[src/rtl/hms_bcd_convert.sv]
// Sequential seconds-to-HH:MM:SS BCD converter for the seven-segment display path.
// Repeated subtraction counts hours and minutes, then a compare ladder splits each field.
module hms_bcd_convert (
    input  logic        clk,
    input  logic        reset,
    input  logic [16:0] total_sec,
    input  logic        flash_hh_in,
    input  logic        flash_mm_in,
    input  logic        flash_ss_in,
    output logic [3:0]  hh_tens,
    output logic [3:0]  hh_ones,
    output logic [3:0]  mm_tens,
    output logic [3:0]  mm_ones,
    output logic [3:0]  ss_tens,
    output logic [3:0]  ss_ones,
    output logic        blank_hh,
    output logic        blank_mm,
    output logic        blank_ss,
    output logic        busy,
    output logic        upd
);

    typedef enum logic [1:0] {
        IDLE  = 2'd0,
        HOURS = 2'd1,
        MINS  = 2'd2,
        SPLIT = 2'd3
    } state_t;

    state_t      state;
    state_t      state_next;
    logic [16:0] last_sec;
    logic [16:0] rem;
    logic [5:0]  hrs;
    logic [5:0]  mins;
    logic [7:0]  hh_bcd;
    logic [7:0]  mm_bcd;
    logic [7:0]  ss_bcd;

    // Tens/ones split of a field below 60 (hours never exceed 36).
    function automatic logic [7:0] to_bcd(input logic [5:0] v);
        logic [3:0] tens;
        logic [5:0] base;
        tens = 4'd0;
        base = 6'd0;
        if (v >= 6'd50) begin
            tens = 4'd5;
            base = 6'd50;
        end else if (v >= 6'd40) begin
            tens = 4'd4;
            base = 6'd40;
        end else if (v >= 6'd30) begin
            tens = 4'd3;
            base = 6'd30;
        end else if (v >= 6'd20) begin
            tens = 4'd2;
            base = 6'd20;
        end else if (v >= 6'd10) begin
            tens = 4'd1;
            base = 6'd10;
        end
        return {tens, 4'(v - base)};
    endfunction

    assign hh_bcd = to_bcd(hrs);
    assign mm_bcd = to_bcd(mins);
    assign ss_bcd = to_bcd(6'(rem));
    assign busy   = (state != IDLE);

    always_ff @(negedge clk or negedge reset) begin
        if (!reset) begin
            state <= IDLE;
        end else begin
            state <= state_next;
        end
    end

    always_comb begin
        state_next = state;
        case (state)
            IDLE:    if (total_sec != last_sec) state_next = HOURS;
            HOURS:   if (rem < 17'd3600) state_next = MINS;
            MINS:    if (rem < 17'd60) state_next = SPLIT;
            SPLIT:   state_next = IDLE;
            default: state_next = IDLE;
        endcase
    end

    always_ff @(negedge clk or negedge reset) begin
        if (!reset) begin
            last_sec <= 17'd0;
            rem      <= 17'd0;
            hrs      <= 6'd0;
            mins     <= 6'd0;
            hh_tens  <= 4'd0;
            hh_ones  <= 4'd0;
            mm_tens  <= 4'd0;
            mm_ones  <= 4'd0;
            ss_tens  <= 4'd0;
            ss_ones  <= 4'd0;
            upd      <= 1'b0;
        end else begin
            upd <= 1'b0;
            case (state)
                IDLE: begin
                    if (total_sec != last_sec) begin
                        last_sec <= total_sec;
                        rem      <= total_sec;
                        hrs      <= 6'd0;
                        mins     <= 6'd0;
                    end
                end
                HOURS: begin
                    if (rem >= 17'd3600) begin
                        rem <= rem - 17'd3600;
                        hrs <= hrs + 6'd1;
                    end
                end
                MINS: begin
                    if (rem >= 17'd60) begin
                        rem  <= rem - 17'd60;
                        mins <= mins + 6'd1;
                    end
                end
                SPLIT: begin
                    // All six digits move on this one edge so the display never tears.
                    {hh_tens, hh_ones} <= hh_bcd;
                    {mm_tens, mm_ones} <= mm_bcd;
                    {ss_tens, ss_ones} <= ss_bcd;
                    upd                <= 1'b1;
                end
                default: ;
            endcase
        end
    end

    // Flash requests bypass the converter: plain one-cycle register.
    always_ff @(negedge clk or negedge reset) begin
        if (!reset) begin
            blank_hh <= 1'b0;
            blank_mm <= 1'b0;
            blank_ss <= 1'b0;
        end else begin
            blank_hh <= flash_hh_in;
            blank_mm <= flash_mm_in;
            blank_ss <= flash_ss_in;
        end
    end

endmodule

[config.mk]
export PLATFORM = sky130hd
export DESIGN_NAME = hms_bcd_convert
export DESIGN_NICKNAME = d
export VERILOG_FILES = /design/src/rtl/hms_bcd_convert.sv
export SDC_FILE = /design/constraint.sdc
export NUM_CORES = 1
export LEC_CHECK = 0
export BUFFER_PORTS_ARGS = -buffer_cell sky130_fd_sc_hd__buf_4
export CORE_MARGIN = 3
export CORE_UTILIZATION = 35
export CTS_CLUSTER_SIZE = 10
export DETAILED_ROUTE_END_ITERATION = 12
export PLACE_DENSITY = 0.6
export SYNTH_ARGS = -nofsm -noshare
export SYNTH_HDL_FRONTEND = slang
export SYNTH_SLANG_ARGS = --single-unit
[constraint.sdc]
create_clock -name clk -period 5.64 [get_ports clk]
set_input_delay 0 -clock clk [delete_from_list [all_inputs] [get_ports clk]]
set_output_delay 0 -clock clk [all_outputs]
set_load 0.01 [all_outputs]
==> run metrics <==
status=completed; Fin Setup TNS=0 ps; XOR/XNOR Fraction of Synth Area=5.927%; post-synthesis mux area share=9.976%; pin count of the biggest net entering global routing=74; Area growth, synth to finish=15.61%; via/cell ratio=5.439; cell area power density=573.8 nW/um^2; clock sink count=73; Rows=41; via count=3,862; vias in the first global route=3,887; Avg Inst Size Synth=9.514 um^2; Synth area leader=dfrtn_1; drt total wl=11.45 mm; switching fraction of total power=42.91%; Async S/R FF share, synth=100.0%; Rel. slew slack=38.86%; main flop type after synthesis=dfrtn_1; Max rail drop VDD=0.2339 mV; Post-DP HPWL=8.138 mm; Design Area, Final=5466 um^2; Compound-Gate Fraction of Synth Area=17.97%; Pins Over Slew Limit=0; Clock Power Share=16.2%; Buf/Inv on CP=2; Synth Area in Adders=7.092%; simple-gate share of the synthesized area=14.29%; Final ANT Viol Nets=0; DRC viols=0; yosys warns=0; clk slew on worst S/H paths=40 ps; Initial DRC Count=213; Setup Slack @ Placement=613.7 ps; clk_lat worst skew=340 ps; slack of the critical path=925.8 ps; NumNets Final=580; wire per inst=16.13 um; critical path cell sequence=buf_4 -> xor2_1 -> nor4_1 -> nand3_1 -> o21ai_1 -> buf_4 -> mux2_2; placed inst area=5210 um^2; drt pass-1 iters=5; die span in y=122.2 um; largest family of logic cells by synthesized area=compound AO/OA/AOI/OAI gates; register area share after synthesis=38.63%; leakage=2.456 nW; WS Path Type=in -> reg; Sequential Power Share=31.2%; clock buffer depth=2; Worst Skew=5.742 ps; post-synthesis sequential element count=73; full die area=14,940 um^2; top cells by area, synth=dfrtn_1, mux2_2, ha_1; CP startpoint kind=input port; Unique masters post-synth=69; Post-CTS Setup Repair Bufs=0; Top cell by count, worst path=buf_4; Hold/Removal Path Class=reg -> reg; slowest CP cell=nor4_1; Global Route Usage Sum=16.03%; grt ovf=0; layout cells sized above 1=20.26%; logic gate share of total power=52.6%; Core Box Area=12,930 um^2; IO buf count=47; CTS tree=done; Max Cap Viol=0; RSZ-0062 raised after global routing=no; area of the mapped netlist=4728 um^2; Int Power=0.001790 W; Setup violations, final=0; cts bufs inserted=9; H-tree depth=3; Final Hold Viols=0; Yosys top cell area share=38.63%; CTS Root Cell=clkbuf_16; cell count after synthesis=497; die width=122.2 um; post-cts sizing count=0; CTS Hold Bufs=0; Slew @ Worst Pin=917.1 ps; CP max stage delay=480 ps; WP data arrival=2080 ps; first-pass GRT wire length=19.12 mm; Initial Util=36.58%; Ant. Diodes=0; crit path max fanout=12; Worst EP required=3000 ps; EDFF count, synth=0; IO Pins=51; CP delay by family, top=simple AND/OR/NAND/NOR gates; Placer Congestion=0.8520; crit path capture type=register; initial antenna violation count=0; Sw Pwr=0.001346 W
==> power groups by stage <==
| stage | logic (W) | registers, W | clock network, W |
|---|---|---|---|
| after global routing | 0.00184 | 0.00102 | 0.000543 |
| after CTS | 0.00166 | 0.000976 | 0.000522 |
| after detailed placement | 0.00165 | 0.000982 | 0 |
| after global placement | 0.00162 | 0.000971 | 0 |
| final | 0.00165 | 0.000978 | 0.000508 |
| after floorplan | 0.00126 | 0.000918 | 0 |
==> cell type report <==
type                            count  area (um^2)
Multi-Input combinational cell    358         2624
Tap cell                          172        215.2
Clock buffer                       12        236.5
Timing Repair Buffer               54        405.4
Inverter                           37        138.9
Clock inverter                      4        20.02
Fill cell                        1283         7461
Sequential cell                    73         1827
==> through the flow <==
| step | std cells | hold WS [ps] | total power, W | utilization [%] |
|---|---|---|---|---|
| floorplan | 499 | 429.3 | 0.002174 | - |
| global placement | 694 | 439.0 | 0.002588 | 40.30 |
| detailed placement | 694 | 452.1 | 0.002632 | 40.30 |
| CTS | 710 | 451.5 | 0.003155 | 42.29 |
| global route | 710 | 489.4 | 0.003404 | 42.29 |
| finish | 710 | 448.0 | 0.003136 | 42.29 |
==> cell usage after synthesis (3+ instances only) <==
master    number
a211oi_1       5
a21oi_1       26
a221o_1        3
a221oi_1       3
a22oi_1        3
a31o_2         3
a31oi_1        7
and3_1         9
buf_2          3
buf_4          3
clkbuf_1      21
dfrtn_1       73
fa_1           3
ha_1          22
inv_1         36
mux2_2        25
mux2_4         4
mux2i_1       13
nand2_1       32
nand2b_1       7
nand3_1       18
nor2_1        30
nor2b_1        4
nor3_1         6
nor3b_1        4
nor4_1         5
o211ai_1       5
o21ai_0       30
o221ai_1       3
o22ai_1        6
o31ai_1        3
or3_1          3
xnor2_1       12
xor2_1        20
==> layer usage <==
| metal | GRT usage (%) | vias up | part of all wire [%] |
|---|---|---|---|
| li1 | - | 1845 | - |
| met1 | 21.00 | 1883 | 45 |
| met2 | 25.90 | 109 | 47 |
| met3 | 3.687 | 25 | 5.2 |
| met4 | 5.948 | 0 | 2.8 |
| met5 | 0 | - | 0 |
==> worst reg2reg max path, stage by stage (launching register included) <==
cell	delay, ps
dfrtn_1	380
inv_1	120
ha_1	760
clkinv_1	560
or3_4	550
o31a_1	250
o2111ai_1	220
o21ai_0	130
==> worst paths after layout <==
| path | from | to | slack, ps | cells past startpoint |
|---|---|---|---|---|
| max in group asynchronous | reset | last_sec[5] | 2530 | 1 |
| min in group asynchronous | reset | ss_ones[2] | 2510 | 1 |
| worst max register to register | state[1] | rem[5] | 2480 | 7 |
| worst min-delay path | last_sec[16] | last_sec[16] | 450 | 2 |
| worst min register to register | last_sec[16] | last_sec[16] | 450 | 2 |
| worst max-delay path | total_sec[10] | last_sec[9] | 930 | 7 |
==> sequential cells by signal, summed over array words and instances, names as in the netlist <==
register and flops:
blank_ss 1, ss_tens 3, mm_tens 3, rem 17, hh_tens 3, ss_ones 4, upd 1, blank_hh 1
mins 6, last_sec 17, state 2, mm_ones 4, hrs 6, hh_ones 4, blank_mm 1
==> cell families (layout without fill, tap and decap cells) <==
kind of cell	count (synthesis)	in the layout
DFF	73	73
AOI/OAI and AO/OA	125	125
other	1	3
adders and majority gates	25	25
muxes	42	42
xor gates and xnor gates	32	32
and+or+nand+nor	131	131
buffers and inverters	68	107
==> cell usage in the layout (no fill, tap or decap), types with 5 or more instances in the layout <==
| cell type | netlist | final |
|---|---|---|
| nor2_1 | 30 | 30 |
| nand2_1 | 32 | 32 |
| o211ai_1 | 5 | 5 |
| nor3_1 | 6 | 6 |
| o22ai_1 | 6 | 6 |
| and3_1 | 9 | 9 |
| nand2b_1 | 7 | 7 |
| mux2i_1 | 13 | 13 |
| o21ai_0 | 30 | 29 |
| buf_4 | 3 | 54 |
| a21oi_1 | 26 | 26 |
| a211oi_1 | 5 | 5 |
| clkbuf_16 | 0 | 9 |
| dfrtn_1 | 73 | 73 |
| inv_1 | 36 | 36 |
| xor2_1 | 20 | 20 |
| mux2_2 | 25 | 25 |
| nor4_1 | 5 | 5 |
| nand3_1 | 18 | 18 |
| xnor2_1 | 12 | 12 |
| a31oi_1 | 7 | 7 |
| ha_1 | 22 | 22 |
No activity file was read; power rests on OpenSTA's default activity.
